<file path="config.mk">
export PLATFORM = sky130hd
export DESIGN_NAME = serial_divider
export DESIGN_NICKNAME = d
export VERILOG_FILES = /design/src/rtl/serial_divider.sv
export SDC_FILE = /design/constraint.sdc
export NUM_CORES = 1
export LEC_CHECK = 0
export CORE_MARGIN = 4
export CORE_UTILIZATION = 30
export CTS_CLUSTER_DIAMETER = 80
export CTS_CLUSTER_SIZE = 8
export DETAILED_ROUTE_END_ITERATION = 7
export DONT_BUFFER_PORTS = 1
export SETUP_SLACK_MARGIN = 0.5
export SLEW_MARGIN = 20
export SYNTH_ARGS = -nofsm -noshare
export SYNTH_HDL_FRONTEND = slang
export SYNTH_SLANG_ARGS = --single-unit
</file>
<file path="constraint.sdc">
create_clock -name clk -period 3.2 [get_ports clk]
set_clock_uncertainty 0.2 [all_clocks]
set_input_delay 0.48 -clock clk [delete_from_list [all_inputs] [get_ports clk]]
set_output_delay 0.48 -clock clk [all_outputs]
set_load 0.1 [all_outputs]
</file>
<file path="src/rtl/serial_divider.sv">
// Sequential restoring divider: one quotient bit per clock, done pulse with held results.
// A divisor of zero completes in one cycle with an all-ones quotient and the dividend as remainder.
module serial_divider #(
    parameter int DVD_WID = 32,
    parameter int DVS_WID = 32
) (
    input  logic               clk,
    input  logic               rst_n,
    input  logic               start,
    input  logic [DVD_WID-1:0] dividend,
    input  logic [DVS_WID-1:0] divisor,
    output logic               busy,
    output logic               done,
    output logic [DVD_WID-1:0] quotient,
    output logic [DVS_WID-1:0] remainder,
    output logic               div_by_zero,
    output logic [1:0]         dbg_state
);

    // Handshake: start is accepted only while busy is low (IDLE or DONE); done is a
    // one-cycle strobe and quotient/remainder/div_by_zero hold until the next accepted start.

    localparam int CW = (DVD_WID > 1) ? $clog2(DVD_WID) : 1;

    typedef enum logic [1:0] {
        IDLE = 2'd0,
        RUN  = 2'd1,
        DONE = 2'd2
    } state_t;

    state_t state, state_nxt;

    logic [DVS_WID-1:0] div_r;
    logic [DVD_WID-1:0] q_r;
    logic [DVS_WID-1:0] r_r;
    logic [CW-1:0]      cnt;

    logic               accept;
    logic               last;
    logic [DVS_WID:0]   shifted;
    logic [DVS_WID:0]   trial;
    logic [DVS_WID-1:0] step_r;
    logic [DVD_WID-1:0] step_q;
    logic [DVS_WID-1:0] dz_rem;

    assign busy      = (state == RUN);
    assign done      = (state == DONE);
    assign dbg_state = state;
    assign last      = (cnt == CW'(DVD_WID - 1));

    // The partial remainder always ends a step below the divisor, so DVS_WID bits hold it.
    always_comb begin
        shifted = {r_r, q_r[DVD_WID-1]};
        trial   = shifted - {1'b0, div_r};
        if (!trial[DVS_WID]) begin
            step_r = trial[DVS_WID-1:0];
            step_q = {q_r[DVD_WID-2:0], 1'b1};
        end else begin
            step_r = shifted[DVS_WID-1:0];
            step_q = {q_r[DVD_WID-2:0], 1'b0};
        end
    end

    generate
        if (DVD_WID >= DVS_WID) begin : g_dz_trunc
            assign dz_rem = dividend[DVS_WID-1:0];
        end else begin : g_dz_ext
            assign dz_rem = {{(DVS_WID-DVD_WID){1'b0}}, dividend};
        end
    endgenerate

    always_comb begin
        state_nxt = state;
        accept    = 1'b0;
        case (state)
            IDLE, DONE: begin
                if (start) begin
                    accept    = 1'b1;
                    state_nxt = (divisor == '0) ? DONE : RUN;
                end else begin
                    state_nxt = IDLE;
                end
            end
            RUN: begin
                if (last) state_nxt = DONE;
            end
            default: state_nxt = IDLE;
        endcase
    end

    always_ff @(posedge clk or negedge rst_n) begin
        if (!rst_n) state <= IDLE;
        else        state <= state_nxt;
    end

    always_ff @(posedge clk or negedge rst_n) begin
        if (!rst_n) begin
            div_r       <= '0;
            q_r         <= '0;
            r_r         <= '0;
            cnt         <= '0;
            quotient    <= '0;
            remainder   <= '0;
            div_by_zero <= 1'b0;
        end else if (accept) begin
            div_r <= divisor;
            q_r   <= dividend;
            r_r   <= '0;
            cnt   <= '0;
            if (divisor == '0) begin
                quotient    <= '1;
                remainder   <= dz_rem;
                div_by_zero <= 1'b1;
            end else begin
                quotient    <= '0;
                remainder   <= '0;
                div_by_zero <= 1'b0;
            end
        end else if (state == RUN) begin
            r_r <= step_r;
            q_r <= step_q;
            cnt <= cnt + CW'(1);
            if (last) begin
                quotient  <= step_q;
                remainder <= step_r;
            end
        end
    end

endmodule
</file>
==> results of run 1 <==
cell type report:
| type | instances | area share [%] |
|---|---|---|
| clock buffer | 18 | 3.65 |
| clock inverter | 14 | 1.12 |
| inverter | 45 | 1.41 |
| multi-input combinational | 753 | 40.7 |
| sequential | 168 | 34.9 |
| tap | 390 | 4.05 |
| timing repair buffer | 192 | 14.1 |
through the flow:
stage,setup WS [ps],cells,TNS (ps)
global placement,-232,1475,-6370
detailed placement,-336,1475,-11140
floorplan,-124,1027,-2670
global route,-365,1580,-19160
finish,-209,1580,-9580
CTS,-190,1572,-7850
registers in the layout (all words and copies together), names as in the netlist:
name and count:
cnt 5, dbg_state 2, q_r 32, r_r 32, remainder 32, div_by_zero 1
div_r 32, quotient 32
what timing repair did:
action / CTS / global route
hold buffers: 45 / 1
pin swaps: 20 / 9
setup endpoints to repair: 66 / 66
cloned: 1 / 0
buffers inserted: 19 / 7
resized for setup: 75 / 18
endpoints found under the hold margin: 214 / 169
cell families after synthesis:
logic type,Yosys count,share of synthesized area [%]
AND/OR/NAND/NOR,343,16.5
AO/OA/AOI/OAI,332,22.8
flip-flops,168,46.6
buffers and inverters,106,4.81
adder cells (fa/ha/maj),35,4.94
XOR/XNOR,25,2.43
multiplexers,18,2.00
metal layers:
metal,GRT usage (%),vias up
li1,-,3948
met1,26.4,3950
met2,25.7,276
met3,5.01,22
met4,4.14,0
met5,0,-
worst max-delay path: cells and delay by family, from the launching register on:
kind | cells | cell delay [ps]
AOI/OAI and AO/OA | 4 | 910
adders and majority gates | 2 | 520
buffers and inverters | 2 | 370
DFF | 1 | 410
muxes | 1 | 320
and+or+nand+nor | 4 | 540
how the worst max path moves through the flow:
| stage | start | to | slack, ps | depth (start not counted) |
|---|---|---|---|---|
| after floorplan | div_r[0] | r_r[21] | -120 | 13 |
| after global placement | q_r[31] | r_r[16] | -230 | 14 |
| after detailed placement | q_r[31] | r_r[16] | -340 | 14 |
| after CTS | div_r[0] | r_r[30] | -190 | 14 |
| after global routing | q_r[31] | r_r[30] | -370 | 14 |
| final | div_r[0] | remainder[16] | -210 | 13 |
layout by cell type (no fill, tap or decap), types with 8 or more instances in the layout:
cell type and instances:
a31oi_1 66, a21o_1 18, clkbuf_16 17, o21ai_0 57, nand2_1 191, o21ai_1 34, nor3_2 8, buf_6 12
a22oi_1 26, o211ai_1 8, xor2_1 10, a211oi_1 13, nor4_1 8, ha_1 33, xnor2_1 14, dfrtp_1 167
inv_1 43, nor2_1 67, nor3_1 10, dlygate4sd3_1 46, a21oi_1 45, buf_4 126
==> impl_metrics.csv, run 1 <==
group,metric,value,unit
detailed_routing,routed-via-count,8196,
grt,grt_pass1_vias,8118,
synthesis,yosysMostFrequentCell,"nand2_1",
critical_path,r2r_start,"div_r[0]",
clock_tree,numCtsBuffers,17,
detailed_routing,dr_wl_met3,2580,um
critical_path,r2r_end,"remainder[16]",
die,die_area,32900,um2
critical_path,cp.arrival,3510,ps
synthesis,synth-warning-count,0,
sta,hold_violations,168,
critical_path,crit_required,3300,ps
detailed_routing,met2_length,12500,um
sta,rsz0062_at_grt,"yes",
die,row_count,63,
detailed_routing,wl_per_cell,18.9,um
placed_design,port_buffers,0,
finish,multi_input_area,4900,um2
synthesis,ys_ff_latch,168,
detailed_routing,postRouteAntennaNets,0,
synthesis,synthCells,1027,
synthesis,netlist_top_cells_count,"196 x nand2_1, 168 x dfrtp_1, 93 x o21ai_0",
detailed_routing,wl_met1,14400,um
clock_tree,insertion_delay,430,ps
finish,seq_area,4210,um2
job,maxCapViolations,0,
synthesis,syn-num-nets,1129,
sta,period_minus_slack,3410,ps
critical_path,crit_chain,"ha_4, fa_2, nand2b_4, a21o_1, a2111o_1, o211a_1, nor4_4, buf_4, nor3_4, nor2_8, buf_12, mux2i_4, o21ai_1",
sta,max_freq,293,MHz
synthesis,synth_cell_types,58,
critical_path,path_max_fanout,13,
die,die_h,181,um
outcome,violations,"negative hold slack, negative setup slack",
detailed_routing,first_iter_violations,699,
clock_tree,cts_max_path_buffers,2,
finish,area_growth,33.4,%
sta,slew_viol_final,0,
critical_path,cp_slowest_stage_delay,410,ps
clock_tree,htreeDepth,4,
outcome,status,"finished with violations",
sta,relSlewSlack,34.2,%
synthesis,ys.flop_type,"dfrtp_1",
clock_tree,clk_pin_slew,70,ps
grt,overflow,0,
grt,grt_max_degree,169,
sta,hold_ws,-451,ps
critical_path,end_kind,"flip-flop",
die,io_pins,136,
synthesis,synth.top_cell.area_share,46.6,%
critical_path,cp-start-kind,"flip-flop",
grt,grt_use_total,17.8,%
finish,fin_util,40.6,%
detailed_routing,first_pass_iters,7,
critical_path,worst_path_max_delay_cell,"dfrtp_1",
synthesis,synth_area_leaders,"dfrtp_1 47%, nand2_1 8.2%, o21ai_0 5.2%, a31oi_1 4.8%, ha_1 4.7%",
sta,fin_crit_sh,107,%
detailed_routing,via_per_inst,5.19,
synthesis,syn_area,9020,um2
worst_hold_path,hold_path.class,"in2async",
critical_path,rrSetupSlack,-210,ps
grt,antenna_found_initial,0,
clock_tree,cts_num_sinks,168,
finish,final_layout_size_suffix_gt1_share,22.1,%
critical_path,critPathKind,"reg2reg",
sta,setup_violations,66,
grt,grt_pass1_wl,46600,um
synthesis,ys_seq_area_share,46.6,%
detailed_routing,drc,0,
clock_tree,cts_root_buffer,"clkbuf_16",
placed_design,place_area,10300,um2
synthesis,syn_area_per_cell,8.79,um2
sta,post-route-worst-setup-slack,-209,ps
clock_tree,cts_tree,"done",
sta,worst_slew_pin_slew,987,ps
placed_design,dpl.hpwl,20900,um
die,die_x,181,um
die,coreArea,29600,um2
detailed_routing,top_layer,"met4",
finish,stdcell_area,12000,um2
finish,nets,1279,
finish,fill_cells,2968,
synthesis,synth_top_area_cell,"dfrtp_1",
synthesis,synth-async-reset-ratio,100,%
finish,diodes,0,
detailed_routing,wl,29800,um
synthesis,synth-edff-count,0,
critical_path,reg2regPathDepth,13,
placed_design,gp_congestion,0.846,
die,start_util,30.5,%
Power of run 1 is left out: the tool's default activity adds up to more than one toggle a clock period on the data nets, which glitch-free logic cannot reach.
==> run 2, diff against run 1 <==
--- a/config.mk
+++ b/config.mk
@@ -6,7 +6,7 @@
 export NUM_CORES = 1
 export LEC_CHECK = 0
 export CORE_MARGIN = 4
-export CORE_UTILIZATION = 30
+export CORE_UTILIZATION = 42
 export CTS_CLUSTER_DIAMETER = 80
 export CTS_CLUSTER_SIZE = 8
 export DETAILED_ROUTE_END_ITERATION = 7
==> run 2 against run 1 <==
The flow still finishes with violations (negative hold slack, negative setup slack). Highest routed layer unchanged. Global-route usage grew 5.6 points. Final area shrank 2.4%. Critical endpoint is now r_r[3]. Critical path depth grew 1. Critical path type unchanged. Worst setup slack lost 11 ps. Final cell count shrank 9.7%. Hold slack lost 8.4 ps. Sequential share of layout area grew 0.86 points. First-iteration DRC count grew 0.43%. Flip-flop and latch count is the same. Non-clock buffer count shrank 40.
==> impl_metrics.csv, run 2 (synthesis results as in run 1) <==
group,metric,value,unit
outcome,status,"finished with violations",
outcome,violations,"negative hold slack, negative setup slack",
critical_path,path_max_fanout,8,
detailed_routing,drc,0,
die,io_pins,136,
critical_path,worstSetupEndpoint,"r_r[3]",
critical_path,cp_slowest_stage_delay,400,ps
grt,overflow,0,
detailed_routing,postRouteAntennaNets,0,
critical_path,path_depth,14,
grt,grt_pass1_vias,7898,
finish,nets,1241,
clock_tree,clk_pin_slew,70,ps
placed_design,place_area,10000,um2
placed_design,gp_congestion,0.851,
die,die_h,155,um
sta,post-route-worst-setup-slack,-220,ps
sta,fin_crit_sh,107,%
die,die_area,23900,um2
sta,setup_violations,66,
placed_design,dp.cells,1341,
critical_path,crit_chain,"inv_2, ha_4, fa_2, nand2b_4, a21o_1, a2111o_1, o211a_1, nor4_4, buf_4, o21a_4, nor2_8, buf_12, mux2i_4, a211oi_1",
finish,fill_cells,1900,
clock_tree,cts_hold_buffers,35,
detailed_routing,wl_per_cell,19.6,um
clock_tree,htreeDepth,4,
finish,finalNonFillerCells,1426,
finish,layout_commonest_cell,"nand2_1",
finish,final_layout_size_suffix_gt1_share,21.4,%
sta,hold_violations,168,
die,die_x,155,um
clock_tree,cts_max_path_buffers,2,
grt,grt_use_total,23.4,%
placed_design,dpl.hpwl,19500,um
worst_hold_path,hold_path.class,"in2async",
clock_tree,cts_root_buffer,"clkbuf_16",
clock_tree,numCtsBuffers,17,
die,coreArea,21100,um2
grt,grt_max_degree,169,
grt,grt_pass1_wl,44300,um
detailed_routing,routed-via-count,8086,
die,start_util,42.8,%
finish,mostFrequentLayoutCells,"192 x nand2_1, 167 x dfrtp_1, 105 x buf_4",
placed_design,port_buffers,0,
critical_path,r2r_start,"q_r[31]",
sta,period_minus_slack,3420,ps
clock_tree,cts_tree,"done",
detailed_routing,first_iter_violations,702,
detailed_routing,wl,27900,um
critical_path,cp.arrival,3550,ps
sta,worst_slew_pin_slew,982,ps
finish,fin_util,55.7,%
critical_path,rrSetupSlack,-220,ps
job,maxCapViolations,0,
critical_path,end_kind,"flip-flop",
critical_path,critPathBufInv,3,
finish,diodes,0,
critical_path,crit_family,"compound AO/OA/AOI/OAI gates",
sta,rsz0062_at_grt,"yes",
sta,hold_ws,-459,ps
critical_path,critPathKind,"reg2reg",
finish,area_growth,30.2,%
grt,antenna_found_initial,0,
critical_path,reg2regPathDepth,14,
finish,stdcell_area,11800,um2
clock_tree,cts_num_sinks,168,
critical_path,worst_path_max_delay_cell,"a2111o_1",
die,row_count,53,
detailed_routing,via_per_inst,5.67,
critical_path,cp-start-kind,"flip-flop",
critical_path,r2r_end,"r_r[3]",
critical_path,crit_required,3330,ps
sta,relSlewSlack,34.5,%
sta,max_freq,292,MHz
sta,slew_viol_final,0,
clock_tree,insertion_delay,430,ps
critical_path,setup.worst_path.start,"q_r[31]",
detailed_routing,first_pass_iters,7,
[run 2: per-stage QoR]
stage	TNS (ps)	hold WS [ps]	setup WS [ps]
after detailed placement	-7900	-11.6	-233
after global routing	-17250	-484	-328
final	-9420	-459	-220
after floorplan	-2670	-15.6	-124
after global placement	-3470	-9.59	-145
after CTS	-9010	-474	-197
[run 2: layout make-up]
| cell class | instances | area (um2) | area share [%] |
|---|---|---|---|
| flip-flops and latches | 168 | 4210 | 35.8 |
| clock buffers | 18 | 439 | 3.74 |
| multi-input cells | 755 | 5040 | 42.9 |
| inverters | 45 | 170 | 1.45 |
| clock inverters | 13 | 203 | 1.73 |
| repair buffers | 152 | 1350 | 11.5 |
| well taps | 275 | 344 | 2.93 |
[run 2: worst min path at each step]
| stage | cells past startpoint | slack (ps) | start | end |
|---|---|---|---|---|
| after detailed placement | 0 | -10 | rst_n | q_r[27] |
| after global routing | 0 | -480 | rst_n | q_r[27] |
| after global placement | 0 | -10 | rst_n | quotient[28] |
| after floorplan | 0 | -20 | rst_n | cnt[0] |
| after CTS | 0 | -470 | rst_n | q_r[27] |
| final | 0 | -460 | rst_n | q_r[27] |
[run 2: metal layers]
layer	vias to the layer above	track usage (%)	routed length [um]
met5	-	0	0
met4	0	5.55	342
met3	31	5.99	2160
met2	274	34.1	12100
met1	3897	34.9	13300
li1	3884	-	-
[run 2: repair_timing]
| item | 4_1_cts | 5_1_grt |
|---|---|---|
| setup endpoints to repair | 66 | 66 |
| pin swaps | 12 | 26 |
| hold endpoints to repair | 204 | 168 |
| setup buffers | 8 | 8 |
| resized for setup | 48 | 55 |
| cloned | 2 | 1 |
Power of run 2 is left out for the same reason.
==> run 3, diff against run 2 <==
--- a/config.mk
+++ b/config.mk
@@ -11,7 +11,9 @@
 export CTS_CLUSTER_SIZE = 8
 export DETAILED_ROUTE_END_ITERATION = 7
 export DONT_BUFFER_PORTS = 1
+export PLACE_DENSITY_LB_ADDON = 0.2
 export SETUP_SLACK_MARGIN = 0.5
+export SKIP_CTS_REPAIR_TIMING = 1
 export SLEW_MARGIN = 20
 export SYNTH_ARGS = -nofsm -noshare
 export SYNTH_HDL_FRONTEND = slang
==> run 3 against run 2 <==
The flow still finishes with violations (negative hold slack, negative setup slack). Maximum frequency is 1.6% higher. Final cell count is 1.1% lower. Wire length is 4.5% lower. Sequential share of layout area is 1.1 points higher. Utilization is 1.6 points lower. Critical path depth is 1 lower. Flip-flop and latch count stayed put. Via count is 2.3% lower. Count of clock-buffer cells in the layout stayed put. Final area is 2.9% lower. Die area stayed put.
==> impl_metrics.csv, run 3 (synthesis results as in run 1) <==
group,metric,value,unit
die,die_h,155,um
grt,antenna_found_initial,0,
clock_tree,numCtsBuffers,17,
job,maxCapViolations,0,
critical_path,path_max_fanout,11,
detailed_routing,first_pass_iters,7,
finish,layout_commonest_cell,"nand2_1",
sta,fin_crit_sh,105,%
clock_tree,insertion_delay,430,ps
critical_path,r2r_end,"r_r[12]",
clock_tree,clk_pin_slew,70,ps
finish,final_layout_size_suffix_gt1_share,19.3,%
critical_path,end_kind,"flip-flop",
die,die_area,23900,um2
grt,grt_pass1_wl,41800,um
detailed_routing,postRouteAntennaNets,0,
clock_tree,cts_num_sinks,168,
critical_path,worst_path_max_delay_cell,"dfrtp_1",
placed_design,port_buffers,0,
clock_tree,cts_tree,"done",
placed_design,place_area,9990,um2
sta,slew_viol_final,0,
grt,grt_max_degree,169,
grt,grt_pass1_vias,7490,
sta,rsz0062_at_grt,"yes",
finish,area_growth,26.5,%
finish,stdcell_area,11400,um2
clock_tree,cts_root_buffer,"clkbuf_16",
detailed_routing,first_iter_violations,568,
grt,overflow,0,
critical_path,r2r_start,"div_r[0]",
placed_design,dpl.hpwl,18700,um
critical_path,rrSetupSlack,-170,ps
detailed_routing,drc,0,
sta,relSlewSlack,35.6,%
critical_path,critPathBufInv,2,
finish,diodes,0,
detailed_routing,wl_per_cell,18.9,um
detailed_routing,via_per_inst,5.60,
detailed_routing,routed-via-count,7901,
finish,fin_util,54.1,%
sta,hold_ws,-453,ps
die,die_x,155,um
clock_tree,cts_max_path_buffers,2,
critical_path,cp-start-kind,"flip-flop",
grt,grt_use_total,21.9,%
worst_hold_path,hold_path.class,"in2async",
finish,mostFrequentLayoutCells,"194 x nand2_1, 167 x dfrtp_1, 96 x buf_4",
die,row_count,53,
detailed_routing,wl,26700,um
critical_path,crit_chain,"ha_4, fa_2, nand2b_4, a21o_1, a2111o_1, o211a_1, nor4_4, buf_4, nor3_4, nor2_8, buf_12, mux2i_4, a211oi_1",
finish,nets,1227,
outcome,violations,"negative hold slack, negative setup slack",
critical_path,cp.arrival,3440,ps
sta,max_freq,297,MHz
sta,period_minus_slack,3370,ps
critical_path,crit_family,"compound AO/OA/AOI/OAI gates",
sta,hold_violations,173,
finish,fill_cells,1916,
sta,setup_violations,57,
placed_design,gp_congestion,0.882,
sta,post-route-worst-setup-slack,-165,ps
die,io_pins,136,
critical_path,cp_slowest_stage_delay,410,ps
sta,worst_slew_pin_slew,966,ps
die,start_util,42.8,%
outcome,status,"finished with violations",
critical_path,critPathKind,"reg2reg",
critical_path,reg2regPathDepth,13,
clock_tree,htreeDepth,4,
die,coreArea,21100,um2
placed_design,dp_slack,-173,ps
critical_path,crit_required,3280,ps
==> run 3: cell types whose count changed in the layout (fill, tap and decap cells not counted), sizes merged <==
cell / change
o21ai: -1
bufinv: -1
nand2: -1
clkinvlp: +1
clkbuf: +1
clkinv: +2
dlygate4sd3: -7
buf: -6
inv: -3
==> run 3: worst max path at each step <==
stage | slack [ps] | end | cells past startpoint | from
floorplan | -120 | r_r[21] | 13 | div_r[0]
global placement | -110 | remainder[14] | 13 | q_r[31]
detailed placement | -170 | r_r[23] | 13 | div_r[0]
CTS | -190 | r_r[23] | 14 | q_r[31]
global route | -330 | r_r[5] | 14 | q_r[31]
finish | -170 | r_r[12] | 13 | div_r[0]
==> run 3: area by class of cell <==
class	instances	area [um2]	share of cell area, %
multi-input cells	753	4830	42.3
clock inverters	12	168	1.47
well taps	275	344	3.01
clock buffers	18	439	3.85
inverters	45	170	1.49
repair buffers	140	1260	11.0
flip-flops and latches	168	4210	36.8
==> run 3: metal layers <==
layer / vias up / track usage, % / part of all wire, %
met2: 244 / 31.6 / 43
met1: 3783 / 33.7 / 49
met3: 28 / 5.29 / 6.9
li1: 3846 / - / -
met5: - / 0 / 0
met4: 0 / 4.21 / 1.1
==> run 3: stage by stage <==
step	instances	hold WS (ps)	TNS, ps
final	1411	-453	-5870
after detailed placement	1333	-11.2	-5340
after CTS	1363	-469	-6430
after floorplan	1027	-15.6	-2670
after global placement	1333	-10.2	-2540
after global routing	1411	-479	-16790
Power of run 3 is left out for the same reason.
